$ cat src/rtl/bcd_tod_counter_pkg.sv
// Shared types, digit limits and helper functions for the BCD time-of-day counter.
package bcd_tod_counter_pkg;

    localparam int unsigned MAX_FRAC_DIGITS = 6;

    localparam logic [3:0] DIGIT_MAX    = 4'd9;
    localparam logic [3:0] TENS_MAX     = 4'd5;
    localparam logic [3:0] LEAP_S10     = 4'd6;
    localparam logic [3:0] H10_MAX      = 4'd2;
    localparam logic [3:0] H1_MAX_AT_20 = 4'd3;

    typedef struct packed {
        logic [3:0]                            h10;
        logic [3:0]                            h1;
        logic [3:0]                            m10;
        logic [3:0]                            m1;
        logic [3:0]                            s10;
        logic [3:0]                            s1;
        logic [0:MAX_FRAC_DIGITS-1][3:0]       frac;
    } tod_t;

    typedef enum logic {
        StNormal,
        StLeapSec
    } leap_st_e;

    function automatic logic tod_valid(input tod_t t, input int unsigned n_frac);
        logic ok;
        ok = (t.h10 <= H10_MAX) && (t.h1 <= DIGIT_MAX) && (t.m10 <= TENS_MAX) &&
             (t.m1 <= DIGIT_MAX) && (t.s10 <= TENS_MAX) && (t.s1 <= DIGIT_MAX);
        if ((t.h10 == H10_MAX) && (t.h1 > H1_MAX_AT_20)) ok = 1'b0;
        // Inactive fractional digits are never written, so their load value is irrelevant.
        for (int unsigned i = 0; i < MAX_FRAC_DIGITS; i++) begin
            if ((i < n_frac) && (t.frac[i] > DIGIT_MAX)) ok = 1'b0;
        end
        return ok;
    endfunction

    function automatic logic [7:0] hour_12h(input logic [3:0] h10, input logic [3:0] h1);
        logic [7:0] r;
        r = {h10, h1};
        if ((h10 == 4'd0) && (h1 == 4'd0)) begin
            r = 8'h12;
        end else if ((h10 == 4'd1) && (h1 >= 4'd3)) begin
            r = {4'd0, h1 - 4'd2};
        end else if (h10 == 4'd2) begin
            r = (h1 <= 4'd1) ? {4'd0, h1 + 4'd8} : {4'd1, h1 - 4'd2};
        end
        return r;
    endfunction

    function automatic logic hour_is_pm(input logic [3:0] h10, input logic [3:0] h1);
        return (h10 == 4'd2) || ((h10 == 4'd1) && (h1 >= 4'd2));
    endfunction

endpackage

$ cat src/rtl/bcd_tod_counter_if.sv
// Control and time/status bundle between a time-of-day counter and its user.
interface bcd_tod_counter_if;
    import bcd_tod_counter_pkg::*;

    logic       tick;
    logic       load;
    tod_t       load_tod;
    logic       leap_arm;
    logic       mode_12h;
    tod_t       tod;
    logic [3:0] disp_h10;
    logic [3:0] disp_h1;
    logic       pm;
    logic       day_wrap;
    logic       leap_done;
    logic       load_err;

    modport master (
        output tick, load, load_tod, leap_arm, mode_12h,
        input  tod, disp_h10, disp_h1, pm, day_wrap, leap_done, load_err
    );

    modport slave (
        input  tick, load, load_tod, leap_arm, mode_12h,
        output tod, disp_h10, disp_h1, pm, day_wrap, leap_done, load_err
    );

endinterface

$ cat src/rtl/bcd_digit.sv
// One BCD digit register that counts up to a run-time limit, then wraps to 0 and carries.
module bcd_digit (
    input  logic       clk,
    input  logic       rst_n,
    input  logic       i_inc,
    input  logic       i_clr,
    input  logic       i_load,
    input  logic [3:0] i_load_val,
    input  logic [3:0] i_limit,
    output logic [3:0] o_q,
    output logic [3:0] o_d,
    output logic       o_carry
);

    logic [3:0] r_q;
    logic [3:0] w_d;
    logic       w_at_limit;

    assign w_at_limit = (r_q == i_limit);

    always_comb begin
        w_d = r_q;
        if (i_clr) begin
            w_d = 4'd0;
        end else if (i_load) begin
            w_d = i_load_val;
        end else if (i_inc) begin
            w_d = w_at_limit ? 4'd0 : r_q + 4'd1;
        end
    end

    always_ff @(posedge clk or negedge rst_n) begin
        if (!rst_n) begin
            r_q <= 4'd0;
        end else begin
            r_q <= w_d;
        end
    end

    assign o_q     = r_q;
    assign o_d     = w_d;
    assign o_carry = i_inc & w_at_limit;

endmodule

$ cat src/rtl/bcd_tod_counter.sv
// BCD time-of-day counter with sub-second digits, validated load, leap-second insertion
// and a registered 12/24 h hour display.
module bcd_tod_counter
    import bcd_tod_counter_pkg::*;
#(
    parameter int unsigned FRAC_DIGITS = 3,
    parameter int unsigned LEAP_EN     = 1
) (
    input logic              clk,
    input logic              rst_n,
    bcd_tod_counter_if.slave bus
);

    localparam bit LeapOn = (LEAP_EN != 0);

    logic w_tick;
    logic w_load_ok;
    logic w_load_bad;

    assign w_tick     = bus.tick & ~bus.load;
    assign w_load_ok  = bus.load & tod_valid(bus.load_tod, FRAC_DIGITS);
    assign w_load_bad = bus.load & ~w_load_ok;

    leap_st_e r_state;
    leap_st_e w_state_d;
    logic     r_leap_latch;
    logic     w_leap_latch_d;
    logic     w_leap_sec;
    logic     w_leap_ins;
    logic     w_leap_end;

    logic [3:0]                 w_frac_q [MAX_FRAC_DIGITS];
    logic [3:0]                 w_frac_d [MAX_FRAC_DIGITS];
    logic [MAX_FRAC_DIGITS-1:0] w_frac_inc;
    logic [MAX_FRAC_DIGITS-1:0] w_frac_cout;
    logic                       w_sec_inc;
    logic                       unused_frac_cout;

    // Fractional increments look ahead over the register values so no net feeds itself.
    always_comb begin
        logic v_run;
        v_run      = w_tick;
        w_frac_inc = '0;
        for (int i = MAX_FRAC_DIGITS - 1; i >= 0; i--) begin
            if (i < int'(FRAC_DIGITS)) begin
                w_frac_inc[i] = v_run;
                v_run         = v_run & (w_frac_q[i] == DIGIT_MAX);
            end
        end
    end

    for (genvar i = 0; i < MAX_FRAC_DIGITS; i++) begin : g_frac
        if (i < FRAC_DIGITS) begin : g_on
            bcd_digit u_digit (
                .clk       (clk),
                .rst_n     (rst_n),
                .i_inc     (w_frac_inc[i]),
                .i_clr     (1'b0),
                .i_load    (w_load_ok),
                .i_load_val(bus.load_tod.frac[i]),
                .i_limit   (DIGIT_MAX),
                .o_q       (w_frac_q[i]),
                .o_d       (w_frac_d[i]),
                .o_carry   (w_frac_cout[i])
            );
        end else begin : g_off
            assign w_frac_q[i]    = 4'd0;
            assign w_frac_d[i]    = 4'd0;
            assign w_frac_cout[i] = 1'b0;
        end
    end

    // Only the most-significant fractional carry reaches seconds; the others are
    // already folded into w_frac_inc.
    assign w_sec_inc        = (FRAC_DIGITS == 0) ? w_tick : w_frac_cout[0];
    assign unused_frac_cout = ^w_frac_cout[MAX_FRAC_DIGITS-1:1];

    logic [3:0] w_s1_q, w_s10_q, w_m1_q, w_m10_q, w_h1_q, w_h10_q;
    logic [3:0] w_s1_d, w_s10_d, w_m1_d, w_m10_d, w_h1_d, w_h10_d;
    logic       w_s1_carry, w_s10_carry, w_m1_carry, w_m10_carry, w_h1_carry, w_h10_carry;
    logic [3:0] w_s1_lim, w_s10_lim, w_h1_lim;

    assign w_leap_sec = (r_state == StLeapSec);
    assign w_leap_ins = LeapOn && (r_state == StNormal) && (r_leap_latch | bus.leap_arm) &&
                        (w_h10_q == 4'd2) && (w_h1_q == 4'd3) && (w_m10_q == 4'd5) &&
                        (w_m1_q == 4'd9) && (w_s10_q == 4'd5);
    // Second 60 lasts one full second: s1 stays 0 and its carry ends the day.
    assign w_leap_end = w_leap_sec & w_s1_carry;

    assign w_s1_lim  = w_leap_sec ? 4'd0 : DIGIT_MAX;
    assign w_s10_lim = (w_leap_sec | w_leap_ins) ? LEAP_S10 : TENS_MAX;
    assign w_h1_lim  = (w_h10_q == H10_MAX) ? H1_MAX_AT_20 : DIGIT_MAX;

    bcd_digit u_s1 (
        .clk(clk), .rst_n(rst_n), .i_inc(w_sec_inc), .i_clr(w_leap_end), .i_load(w_load_ok),
        .i_load_val(bus.load_tod.s1), .i_limit(w_s1_lim),
        .o_q(w_s1_q), .o_d(w_s1_d), .o_carry(w_s1_carry)
    );
    bcd_digit u_s10 (
        .clk(clk), .rst_n(rst_n), .i_inc(w_s1_carry), .i_clr(w_leap_end), .i_load(w_load_ok),
        .i_load_val(bus.load_tod.s10), .i_limit(w_s10_lim),
        .o_q(w_s10_q), .o_d(w_s10_d), .o_carry(w_s10_carry)
    );
    bcd_digit u_m1 (
        .clk(clk), .rst_n(rst_n), .i_inc(w_s10_carry), .i_clr(w_leap_end), .i_load(w_load_ok),
        .i_load_val(bus.load_tod.m1), .i_limit(DIGIT_MAX),
        .o_q(w_m1_q), .o_d(w_m1_d), .o_carry(w_m1_carry)
    );
    bcd_digit u_m10 (
        .clk(clk), .rst_n(rst_n), .i_inc(w_m1_carry), .i_clr(w_leap_end), .i_load(w_load_ok),
        .i_load_val(bus.load_tod.m10), .i_limit(TENS_MAX),
        .o_q(w_m10_q), .o_d(w_m10_d), .o_carry(w_m10_carry)
    );
    bcd_digit u_h1 (
        .clk(clk), .rst_n(rst_n), .i_inc(w_m10_carry), .i_clr(w_leap_end), .i_load(w_load_ok),
        .i_load_val(bus.load_tod.h1), .i_limit(w_h1_lim),
        .o_q(w_h1_q), .o_d(w_h1_d), .o_carry(w_h1_carry)
    );
    bcd_digit u_h10 (
        .clk(clk), .rst_n(rst_n), .i_inc(w_h1_carry), .i_clr(w_leap_end), .i_load(w_load_ok),
        .i_load_val(bus.load_tod.h10), .i_limit(H10_MAX),
        .o_q(w_h10_q), .o_d(w_h10_d), .o_carry(w_h10_carry)
    );

    tod_t w_q;
    tod_t w_d;

    always_comb begin
        w_q = '{h10: w_h10_q, h1: w_h1_q, m10: w_m10_q, m1: w_m1_q, s10: w_s10_q, s1: w_s1_q,
                frac: '0};
        w_d = '{h10: w_h10_d, h1: w_h1_d, m10: w_m10_d, m1: w_m1_d, s10: w_s10_d, s1: w_s1_d,
                frac: '0};
        for (int i = 0; i < MAX_FRAC_DIGITS; i++) begin
            w_q.frac[i] = w_frac_q[i];
            w_d.frac[i] = w_frac_d[i];
        end
    end

    always_comb begin
        w_state_d      = r_state;
        w_leap_latch_d = r_leap_latch;
        unique case (r_state)
            StNormal:  if (w_leap_ins && w_s1_carry) w_state_d = StNormal == StNormal ? StLeapSec : StNormal;
            StLeapSec: if (w_leap_end || w_load_ok) w_state_d = StNormal;
        endcase
        if (bus.load || w_leap_end) begin
            w_leap_latch_d = 1'b0;
        end else if (LeapOn && bus.leap_arm) begin
            w_leap_latch_d = 1'b1;
        end
    end

    logic [7:0] w_disp_d;
    logic [3:0] r_disp_h10, r_disp_h1;
    logic       r_pm, r_day_wrap, r_leap_done, r_load_err;

    assign w_disp_d = bus.mode_12h ? hour_12h(w_d.h10, w_d.h1) : {w_d.h10, w_d.h1};

    always_ff @(posedge clk or negedge rst_n) begin
        if (!rst_n) begin
            r_state      <= StNormal;
            r_leap_latch <= 1'b0;
            r_disp_h10   <= 4'd0;
            r_disp_h1    <= 4'd0;
            r_pm         <= 1'b0;
            r_day_wrap   <= 1'b0;
            r_leap_done  <= 1'b0;
            r_load_err   <= 1'b0;
        end else begin
            r_state      <= w_state_d;
            r_leap_latch <= w_leap_latch_d;
            r_disp_h10   <= w_disp_d[7:4];
            r_disp_h1    <= w_disp_d[3:0];
            r_pm         <= hour_is_pm(w_d.h10, w_d.h1);
            r_day_wrap   <= w_h10_carry | w_leap_end;
            r_leap_done  <= w_leap_end;
            r_load_err   <= w_load_bad;
        end
    end

    assign bus.tod       = w_q;
    assign bus.disp_h10  = r_disp_h10;
    assign bus.disp_h1   = r_disp_h1;
    assign bus.pm        = r_pm;
    assign bus.day_wrap  = r_day_wrap;
    assign bus.leap_done = r_leap_done;
    assign bus.load_err  = r_load_err;

endmodule

$ cat src/flat_wrapper.sv
// flat-port wrapper written by rule: the top's interface ports become plain ports
module bcd_tod_counter_flat import bcd_tod_counter_pkg::*;
#(
    parameter int unsigned FRAC_DIGITS = 3,
    parameter int unsigned LEAP_EN     = 1
)
  (clk, rst_n, bus_tick, bus_load, bus_load_tod, bus_leap_arm, bus_mode_12h, bus_tod, bus_disp_h10, bus_disp_h1, bus_pm, bus_day_wrap, bus_leap_done, bus_load_err);
  bcd_tod_counter_if bus_i ();
  input logic clk;
  input logic rst_n;
  input wire logic [$bits(bus_i.tick)-1:0] bus_tick;
  input wire logic [$bits(bus_i.load)-1:0] bus_load;
  input wire logic [$bits(bus_i.load_tod)-1:0] bus_load_tod;
  input wire logic [$bits(bus_i.leap_arm)-1:0] bus_leap_arm;
  input wire logic [$bits(bus_i.mode_12h)-1:0] bus_mode_12h;
  output wire logic [$bits(bus_i.tod)-1:0] bus_tod;
  output wire logic [$bits(bus_i.disp_h10)-1:0] bus_disp_h10;
  output wire logic [$bits(bus_i.disp_h1)-1:0] bus_disp_h1;
  output wire logic [$bits(bus_i.pm)-1:0] bus_pm;
  output wire logic [$bits(bus_i.day_wrap)-1:0] bus_day_wrap;
  output wire logic [$bits(bus_i.leap_done)-1:0] bus_leap_done;
  output wire logic [$bits(bus_i.load_err)-1:0] bus_load_err;
  assign bus_i.tick = bus_tick;
  assign bus_i.load = bus_load;
  assign bus_i.load_tod = bus_load_tod;
  assign bus_i.leap_arm = bus_leap_arm;
  assign bus_i.mode_12h = bus_mode_12h;
  assign bus_tod = bus_i.tod;
  assign bus_disp_h10 = bus_i.disp_h10;
  assign bus_disp_h1 = bus_i.disp_h1;
  assign bus_pm = bus_i.pm;
  assign bus_day_wrap = bus_i.day_wrap;
  assign bus_leap_done = bus_i.leap_done;
  assign bus_load_err = bus_i.load_err;
  bcd_tod_counter #(.FRAC_DIGITS(FRAC_DIGITS), .LEAP_EN(LEAP_EN)) u_core (.clk(clk), .rst_n(rst_n), .bus(bus_i));
endmodule
$ cat config.mk
export PLATFORM = sky130hd
export DESIGN_NAME = bcd_tod_counter_flat
export DESIGN_NICKNAME = d
export VERILOG_FILES = /design/src/rtl/bcd_tod_counter_pkg.sv /design/src/rtl/bcd_tod_counter_if.sv /design/src/rtl/bcd_digit.sv /design/src/rtl/bcd_tod_counter.sv /design/src/flat_wrapper.sv
export SDC_FILE = /design/constraint.sdc
export NUM_CORES = 1
export LEC_CHECK = 0
export CORE_MARGIN = 2
export CORE_UTILIZATION = 50
export DETAILED_ROUTE_END_ITERATION = 8
export PLACE_DENSITY = 0.87
export SYNTH_ARGS = -nofsm -noshare
export SYNTH_HDL_FRONTEND = slang
export SYNTH_SLANG_ARGS = --single-unit
$ cat constraint.sdc
create_clock -name clk -period 8.6 [get_ports clk]
set_input_delay 1.72 -clock clk [delete_from_list [all_inputs] [get_ports clk]]
set_output_delay 1.72 -clock clk [all_outputs]
set_load 0.02 [all_outputs]
; Yosys cells after proc, flatten, opt, wreduce, memory -nomap -nowiden
; Index checks and enable logic that the tools add are counted.
[classes]
mul = 0
eq_ne = 14
shifts = 0
div = 0
n_mux = 50
bitwise_logic = 19
n_reduce_logical = 29
addsub = 11
magnitude_cmp = 13
[ops]
columns = op, n
row1 = 2-to-1 mux 4 bit, 35
row2 = "adder 4 x 1 -> 4 bit, second input constant", 9
row3 = 2-to-1 mux 8 bit, 4
row4 = "== test 4 x 2 -> 1 bit, second input constant", 4
row5 = "== test 4 bit, second input constant", 4
row6 = logical AND 1 bit, 16
row7 = AND 1 bit, 13
row8 = == test 4 bit, 3
row9 = "greater-than comparator 4 bit, second input constant", 3
row10 = "<= comparator 4 bit, second input constant", 3
row11 = nonzero test 3 bit, 4
row12 = "== test 4 x 3 -> 1 bit, second input constant", 2
row13 = "greater-or-equal comparator 4 x 2 -> 1 bit, second input constant", 2
row14 = "<= comparator 4 x 3 -> 1 bit, second input constant", 2
row15 = zero test 4 bit, 2
row16 = 2-to-1 mux 1 bit, 8
row17 = nonzero test 2 bit, 4
row18 = 2-to-1 mux 5 bit, 1
row19 = "adder 4 bit, second input constant", 1
row20 = "== test 4 x 1 -> 1 bit, second input constant", 1
row21 = "greater-than comparator 4 x 2 -> 1 bit, second input constant", 1
row22 = "<= comparator 4 x 1 -> 1 bit, second input constant", 1
row23 = "<= comparator 4 x 2 -> 1 bit, second input constant", 1
row24 = "subtractor 4 x 2 -> 4 bit, second input constant", 1
row25 = 5 further kinds, 11
[word_totals]
out_inout_bits = 60
memories = 0
ram_bits = 0
romBits = 0
ff_bits = 50
latchBits = 0
word_cells = 153

; Depth between registers and ports, before layout
; Gate-level depths: netlist of run 1.
[logic_depth]
ltp_word = 22
depth_mapped = 12

; Modules after synthesis
; Synthesis of run 1 repeated with hierarchy kept, for this count alone.
[unflattened]
hier_cells = 420
hier_area_um2 = 3926.3
[by_module_without_submodules]
columns = module, cells_each, instances, area_per_inst_um2, seq_area_each_um2
row1 = bcd_digit, 36, 9, 335.3, 100.1
row2 = bcd_tod_counter, 96, 1, 908.4, 350.3

; Worst setup path after synthesis of run 1
; OpenSTA, ideal clock, no wires.
[synth_timing]
path_type = input to register
start = input port bus_tick
end = register u_core.r_disp_h1[1] (netlist: u_core.bus.disp_h1[1])
arrival_time_ps = 4421
required_ps = 8513
setup_ps = 87
cell_stages = 11
setup_slack_ps = 4092
path_cell_list = nor2b_1 > clkbuf_1 > and4_1 > buf_2 > nand4_1 > or4_4 > a32oi_4 > nand2b_2 > or4_1 > and2_1 > a211oi_2
[synth_via]
elab_chain_len = 17
word_cells_on_any_way = 31
[synth_rtl]
columns = element, line
row1 = "start, declared", flat_wrapper.sv:11  ; input wire logic [$bits(bus_i.tick)-1:0] bus_tick;
row2 = AND 1 bit *, bcd_tod_counter.sv:20  ; assign w_tick = bus.tick & ~bus.load;
row3 = AND 1 bit *, --
row4 = AND 1 bit *, bcd_tod_counter.sv:47  ; v_run = v_run & (w_frac_q[i] == DIGIT_MAX);
row5 = AND 1 bit *, --
row6 = AND 1 bit *, bcd_digit.sv:42  ; assign o_carry = i_inc & w_at_limit;
row7 = AND 1 bit (3 in a row), bcd_digit.sv:42
row8 = 2-to-1 mux 4 bit or AND 1 bit (tied branches), "bcd_digit.sv:27, bcd_digit.sv:42"
row9 = "2-to-1 mux 4 bit, on equally long branches", "bcd_digit.sv:25, bcd_digit.sv:27"
row10 = "2-to-1 mux 4 bit, on equally long branches", "bcd_digit.sv:23, bcd_digit.sv:25"
row11 = subtractor 4 x 2 -> 4 bit (tied with other cells), "bcd_tod_counter_pkg.sv:45, bcd_tod_counter_pkg.sv:47"
row12 = 2-to-1 mux 5 bit (tied with other cells), bcd_tod_counter_pkg.sv:47  ; r = (h1 <= 4'd1) ? {4'd0, h1 + 4'd8} : {4'd1, h1 - 4'd2};
row13 = 2-to-1 mux 8 bit or logical AND 1 bit (tied branches), "bcd_tod_counter_pkg.sv:46, bcd_tod_counter_pkg.sv:44"
row14 = 2-to-1 mux 8 bit, bcd_tod_counter_pkg.sv:44  ; end else if ((h10 == 4'd1) && (h1 >= 4'd3)) begin
row15 = 2-to-1 mux 8 bit, bcd_tod_counter_pkg.sv:42  ; if ((h10 == 4'd0) && (h1 == 4'd0)) begin
row16 = 2-to-1 mux 8 bit *, bcd_tod_counter.sv:157  ; assign w_disp_d = bus.mode_12h ? hour_12h(w_d.h10, w_d.h1) : {w_d.h10, w_d.h1};
row17 = named net u_core.w_disp_d[1], bcd_tod_counter.sv:153  ; logic [7:0] w_disp_d;
row18 = "end signal, assigned", bcd_tod_counter.sv:173  ; r_disp_h1 <= w_disp_d[3:0];
row19 = "end, declared", bcd_tod_counter.sv:154  ; logic [3:0] r_disp_h10, r_disp_h1;
; Mark *: on every way through the listed nets, which the timed path passes. The rest lies on a longest branch.
; A chain may end at the register's enable or synchronous reset.

; Worst setup path after layout of run 1
[layout_timing]
start = input port bus_load
end = register u_core.r_disp_h10[1] (netlist: u_core.bus.disp_h10[1])
[layout_via]
elab_chain_len = 18
word_cells_on_any_way = 29
[layout_rtl]
columns = element, line
row1 = "start, declared", flat_wrapper.sv:12  ; input wire logic [$bits(bus_i.load)-1:0] bus_load;
row2 = NOT 1 bit, bcd_tod_counter.sv:20
row3 = AND 1 bit, bcd_tod_counter.sv:20
row4 = AND 1 bit, --
row5 = AND 1 bit, bcd_tod_counter.sv:47
row6 = AND 1 bit, --
row7 = AND 1 bit (5 in a row), bcd_digit.sv:42
row8 = 2-to-1 mux 4 bit, bcd_digit.sv:27  ; end else if (i_inc) begin
row9 = 2-to-1 mux 4 bit, bcd_digit.sv:25  ; end else if (i_load) begin
row10 = 2-to-1 mux 4 bit, bcd_digit.sv:23  ; if (i_clr) begin
row11 = == test 4 x 2 -> 1 bit or == test 4 x 1 -> 1 bit (tied branches), "bcd_tod_counter_pkg.sv:46, bcd_tod_counter_pkg.sv:44"
row12 = 2-to-1 mux 8 bit or logical AND 1 bit (tied branches), "bcd_tod_counter_pkg.sv:46, bcd_tod_counter_pkg.sv:44"
row13 = 2-to-1 mux 8 bit, bcd_tod_counter_pkg.sv:44
row14 = 2-to-1 mux 8 bit, bcd_tod_counter_pkg.sv:42
row15 = 2-to-1 mux 8 bit *, bcd_tod_counter.sv:157
row16 = named net u_core.w_disp_d[5], bcd_tod_counter.sv:153
row17 = "end signal, assigned", bcd_tod_counter.sv:172  ; r_disp_h10 <= w_disp_d[7:4];
row18 = "end, declared", bcd_tod_counter.sv:154
; Marked as above.

==> results of run 1 <==
[layer usage]
layer  up-vias  global-route usage  part of all wire
li1       1537                   -                 -
met1      1563               0.324              0.43
met2       100               0.440              0.51
met3         8              0.0327             0.046
met4         0              0.0635            0.0086
met5         -                   0                 0
[synth_stat cells (all sizes together) (3+ instances only)]
master and count:
o21ai 43, nor3 11, nor4 4, o22ai 3
a32oi 3, nor3b 5, and4 3, nor2b 9
or4 3, buf 18, a21oi 30, nand4 5
clkbuf 10, a22oi 5, a211oi 3, inv 14
nor4bb 4, o21a 4, nor2 25, nand2 33
or2 3, dfrtp 50, nor4b 4, and2 6
mux2i 9, nand3 8, a31oi 4, ha 5
nand2b 5, mux2 5, xnor2 7, a21o 3
and3b 3
[where the power goes]
| part | internal, W | leakage [nW] | switching, W | total (W) |
|---|---|---|---|---|
| Sequential | 0.000258 | 0.652 | 0.0000344 | 0.000293 |
| Combinational | 0.0000942 | 1.08 | 0.0000885 | 0.000183 |
| Clock | 0.0000563 | 0.0383 | 0.0000751 | 0.000131 |
| Total | 0.000409 | 1.77 | 0.000198 | 0.000607 |
[state kept, by name, indices dropped and copies added, names as in the netlist, 4 cells and up]
| register | cells |
|---|---|
| u_core.u_h10.o_q | 4 |
| u_core.u_s1.o_q | 4 |
| u_core.bus.disp_h10 | 4 |
| u_core.u_m1.o_q | 4 |
| u_core.u_m10.o_q | 4 |
| u_core.u_s10.o_q | 4 |
| u_core.bus.disp_h1 | 4 |
| u_core.g_frac.g_on.u_digit.o_q | 12 |
| u_core.u_h1.o_q | 4 |
[worst max-delay path: cells and delay by family]
family,cells,cell delay [ns]
AND/OR/NAND/NOR,7,2.83
buffers and inverters,1,0.49
AO/OA/AOI/OAI,2,0.54
[layout make-up]
cell class	count	area, um2	area share
Inverter	14	52.6	0.0122
Sequential cell	50	1250	0.291
Timing Repair Buffer	91	901	0.210
Clock buffer	7	76.3	0.0178
Tap cell	77	96.3	0.0224
Multi-Input combinational cell	299	1920	0.446
[worst max-delay path by stage]
| stage | to | slack, ns | depth (start not counted) |
|---|---|---|---|
| floorplan | u_core.bus.disp_h1[1]$_DFF_PN0_ | 4.09 | 11 |
| global placement | u_core.bus.disp_h10[1]$_DFF_PN0_ | 3.08 | 10 |
| detailed placement | u_core.bus.disp_h10[1]$_DFF_PN0_ | 2.94 | 10 |
| CTS | u_core.bus.disp_h10[1]$_DFF_PN0_ | 3.24 | 10 |
| global route | u_core.bus.disp_h10[1]$_DFF_PN0_ | 2.90 | 10 |
| finish | u_core.bus.disp_h10[1]$_DFF_PN0_ | 3.22 | 10 |
[cell families after synthesis]
kind of cell,after synthesis,share of synthesized area
simple gates,141,0.243
fa+ha+maj,5,0.0188
compound gates,119,0.232
other cells,1,0.00113
buf+inv,42,0.0638
xor+xnor,8,0.0210
mux,14,0.0451
flops,50,0.376
[metrics by stage]
| step | hold WS [ns] | worst slack (ns) | instance area (um2) | utilization |
|---|---|---|---|---|
| 2_1_floorplan | 0.612 | 4.09 | 3370 | - |
| 3_3_place_gp | 0.565 | 3.08 | 4220 | 0.660 |
| 3_5_place_dp | 0.577 | 2.94 | 4220 | 0.660 |
| 4_1_cts | 0.601 | 3.24 | 4290 | 0.672 |
| 5_1_grt | 0.641 | 2.90 | 4290 | 0.672 |
| 6_report | 0.605 | 3.22 | 4290 | 0.672 |
==> results.tsv, run 1 <==
metric	value	unit
status	finished clean	
critPathLaunch	bus_load	
drive_gt1_frac	0.0607	
endpoint_kind	flop	
grt_usage	0.249	
tritoncts	yes	
start_kind	primary input	
routed_via_density	5.96	
async_reset_ff_frac	1.00	
dr.pass1.iters	5	
synth_area_leaders	dfrtp_1, o21ai_0, a21oi_1	
fin_nets	520	
total_leakage_power	1.77	nW
cts_buffers	5	
start_util	0.522	
max-vdd-ir-drop	148	uV
numPortBuffers	89	
setup_viol	0	
n_fill_cell	517	
avgSynthCellArea	8.77	um2
clock_path_buffers	2	
cp_slowest_cell	or4_4	
dr.first_iter.drc_count	224	
slew_headroom	0.236	
antenna_found_initial	0	
min_to	u_core.u_m1.o_q[3]$_DFFE_PN0P_	
ys_seq_area_frac	0.376	
ys.flop_type	dfrtp_1	
layout.cells.non_filler	538	
crit_type	in -> reg	
fp.coreArea	0.00639	mm2
num_antenna_cells	0	
synth_top_area_share	0.376	
tightestPinTransition	1.15	ns
clock_skew	0.00897	ns
period_needed	5.38	ns
synthCells	380	
clk_pin_slew_worst_paths	0.09	ns
ys_types	71	
final_cell_mix	clkdlybuf4s50_1, dfrtp_1, o21ai_0	
synth-edff-count	0	
ff2ff_setup_slack	4.75	ns
postCtsSetupBuffers	0	
syn_area	0.00333	mm2
ys_warn_count	0	
grt_max_degree	51	
cts_resized	0	
drt-total-wl	8870	um
cpPeakStageDelay	0.61	ns
r2r-start	u_core.r_state$_DFF_PN0_	
syn_to_final_growth	28.8	%
dp_hpwl	6600	um
critPathArrivalTime	5.58	ns
holdBufCountCts	0	
worst_ep_required_time	8.80	ns
grt_pass1_vias	3053	
h-tree-depth	2	
finalPower	0.000607	W
r2r-end	u_core.bus.disp_h10[1]$_DFF_PN0_	
fin_tns_setup	0	ns
grt_overflow	0	
synth-seq-cells	50	
yosysTopAreaCell	dfrtp_1	
drtAntennaViolNets	0	
place_inst	531	
place.gp.congestion	0.914	
hold-path-cell-count	2	
maxCapViolCount	0	
hp-class	reg -> reg	
clk_latency	0.30	ns
slew_violations	0	
timing.fmax	186	MHz
wl_per_cell	16.5	um
final_common_cell	clkdlybuf4s50_1	
powerDensity	141	mW/mm2
drc	0	
die_w	85.6	um
hp-start	u_core.u_m1.o_q[3]$_DFFE_PN0P_	
clock_sinks	50	
vias	3208	
path_cells	clkdlybuf4s50_1 > nor2b_1 > and4_1 > nand4_1 > or4_4 > a32oi_4 > nand2b_2 > nor4b_2 > o21ai_1 > and2_1	
hold_viol_final	0	
min_period_over_period	0.625	
cts_root_buf	clkbuf_8	
dieArea	0.00733	mm2
std_cell_rows	29	
die_h	85.6	um
cp_max_fo	10	
io_pins	114	
grt_first_pass_wirelength	14800	um
rsz0062_at_grt	false	
r2r_cells	9	
(Power assumes the default switching activity.)
==> run 2, diff against run 1 <==
CORE_UTILIZATION = 46   (was 50)
PLACE_DENSITY = 0.81   (was 0.87)
clock period = 5 ns   (was 8.6 ns; I/O delays follow)
==> run 2 against run 1 <==
Compared with the run above: hold slack lost 0.00057 ns; die area is 8.3% higher; via count shrank 0.59%; critical path type unchanged; wire length fell by 2.9%; clock power increased by 81%; critical endpoint unchanged; sequential share of layout area shrank 0.38 points; global-route usage down 3.1 points.
==> results.tsv, run 2 (same netlist as run 1, synthesis figures left out) <==
metric	value	unit	change
status	finished clean		
setup_viol	0		unchanged
cts_buffers	5		unchanged
dp_hpwl	6440	um	-2.4%
final_common_cell	clkdlybuf4s50_1		
grt_first_pass_wirelength	13700	um	-7.6%
max-vdd-ir-drop	217	uV	+47%
slew_headroom	0.261		+0.0248
fp.coreArea	0.00714	mm2	+12%
grt_usage	0.218		-0.0307
fin_nets	523		+0.58%
numPortBuffers	89		unchanged
crit_type	in -> reg		
hold_viol_final	0		unchanged
setup_ws	0.671	ns	-2.55 ns
cts_resized	0		unchanged
drive_gt1_frac	0.0691		+0.00838
slew_violations	0		unchanged
holdBufCountCts	0		unchanged
pre_cts_ws	0.398	ns	-2.54 ns
syn_to_final_growth	30.5	%	
maxCapViolCount	0		unchanged
dr.first_iter.drc_count	187		-17%
start_kind	primary input		
drt-total-wl	8620	um	-2.9%
antenna_found_initial	0		unchanged
n_fill_cell	635		+23%
routed_via_density	5.67		-4.8%
drc	0		unchanged
worst_ep_required_time	5.20	ns	-3.60 ns
grt_overflow	0		unchanged
vias	3189		-0.59%
largest_register_ffs	12		unchanged
period_needed	4.33	ns	
std_cell_rows	31		+6.9%
die_w	89.1	um	+4.1%
num_antenna_cells	0		unchanged
hp-class	reg -> reg		
clock_sinks	50		unchanged
cts_root_buf	clkbuf_8		
clk_pin_slew_worst_paths	0.09	ns	about the same
start_util	0.467		-0.0549
powerDensity	243	mW/mm2	+72%
final_cell_mix	clkdlybuf4s50_1, dfrtp_1, o21ai_0		
dieArea	0.00794	mm2	+8.3%
die_h	89.1	um	+4.1%
place.gp.congestion	0.856		-6.3%
clock_skew	0.0112	ns	+0.00225 ns
grt_pass1_vias	2946		-3.5%
rsz0062_at_grt	false		
h-tree-depth	2		unchanged
endpoint_kind	flop		
whs	0.604	ns	-0.000575 ns
finalPower	0.00106	W	+74%
clk_latency	0.31	ns	about the same
tritoncts	yes		
total_leakage_power	1.79	nW	+1.2%
io_pins	114		unchanged
critPathArrivalTime	4.53	ns	-1.05 ns
tightestPinTransition	1.11	ns	-0.0371 ns
clock_path_buffers	2		unchanged
drtAntennaViolNets	0		unchanged
fin_tns_setup	0	ns	unchanged
grt_max_degree	51		unchanged
postCtsSetupBuffers	0		unchanged
timing.fmax	231	MHz	
dr.pass1.iters	4		-1
min_period_over_period	0.866		
wl_per_cell	15.3	um	-7.0%
cp_max_fo	10		unchanged
[run 2: area by class of cell]
| class | instances | area, um2 | share of cell area |
|---|---|---|---|
| clock buffer | 6 | 82.6 | 0.0190 |
| inverter | 14 | 52.6 | 0.0121 |
| multi-input combinational | 299 | 1920 | 0.440 |
| sequential | 50 | 1250 | 0.288 |
| tap | 99 | 124 | 0.0285 |
| timing repair buffer | 94 | 923 | 0.212 |
[run 2: where the power goes]
part,switching (W),internal (W)
clock network,0.000130,0.000107
logic,0.000152,0.000163
registers,0.0000590,0.000444
[run 2: layer usage]
layer	up-vias	share of wire	GRT usage
met5	-	0	0
met4	0	0.014	0.0678
met3	10	0.047	0.0323
met2	99	0.50	0.364
met1	1542	0.44	0.294
li1	1538	-	-
[run 2: worst max-delay path: stages]
cell and delay, ns:
clkdlybuf4s50_1 0.48, nor2b_1 0.15, buf_4 0.17, and4_1 0.42
nand4_1 0.28, or4_4 0.60, a32oi_4 0.35, nand2b_2 0.10
nor4b_2 0.57, o21ai_1 0.21, and2_1 0.19
[run 2: per-stage QoR]
step / util / area, um2 / instances
after floorplan: - / 3370 / 391
after global placement: 0.598 / 4270 / 556
after detailed placement: 0.598 / 4270 / 556
after CTS: 0.609 / 4350 / 562
after global routing: 0.609 / 4350 / 562
final: 0.609 / 4350 / 562
[run 2: path summary, 6_finish.rpt]
| path | startpoint | endpoint | slack, ns | cells after the start |
|---|---|---|---|---|
| max | bus_load | u_core.bus.disp_h10[1]$_DFF_PN0_ | 0.67 | 11 |
| min | u_core.u_m1.o_q[3]$_DFFE_PN0P_ | u_core.u_m1.o_q[3]$_DFFE_PN0P_ | 0.60 | 2 |
| max reg2reg | u_core.r_state$_DFF_PN0_ | u_core.bus.disp_h10[1]$_DFF_PN0_ | 1.10 | 9 |
| min reg2reg | u_core.u_m1.o_q[3]$_DFFE_PN0P_ | u_core.u_m1.o_q[3]$_DFFE_PN0P_ | 0.60 | 2 |
| max in group asynchronous | rst_n | u_core.bus.disp_h10[3]$_DFF_PN0_ | 3.42 | 1 |
| min in group asynchronous | rst_n | u_core.g_frac[2].g_on.u_digit.o_q[3]$_DFFE_PN0P_ | 0.90 | 1 |
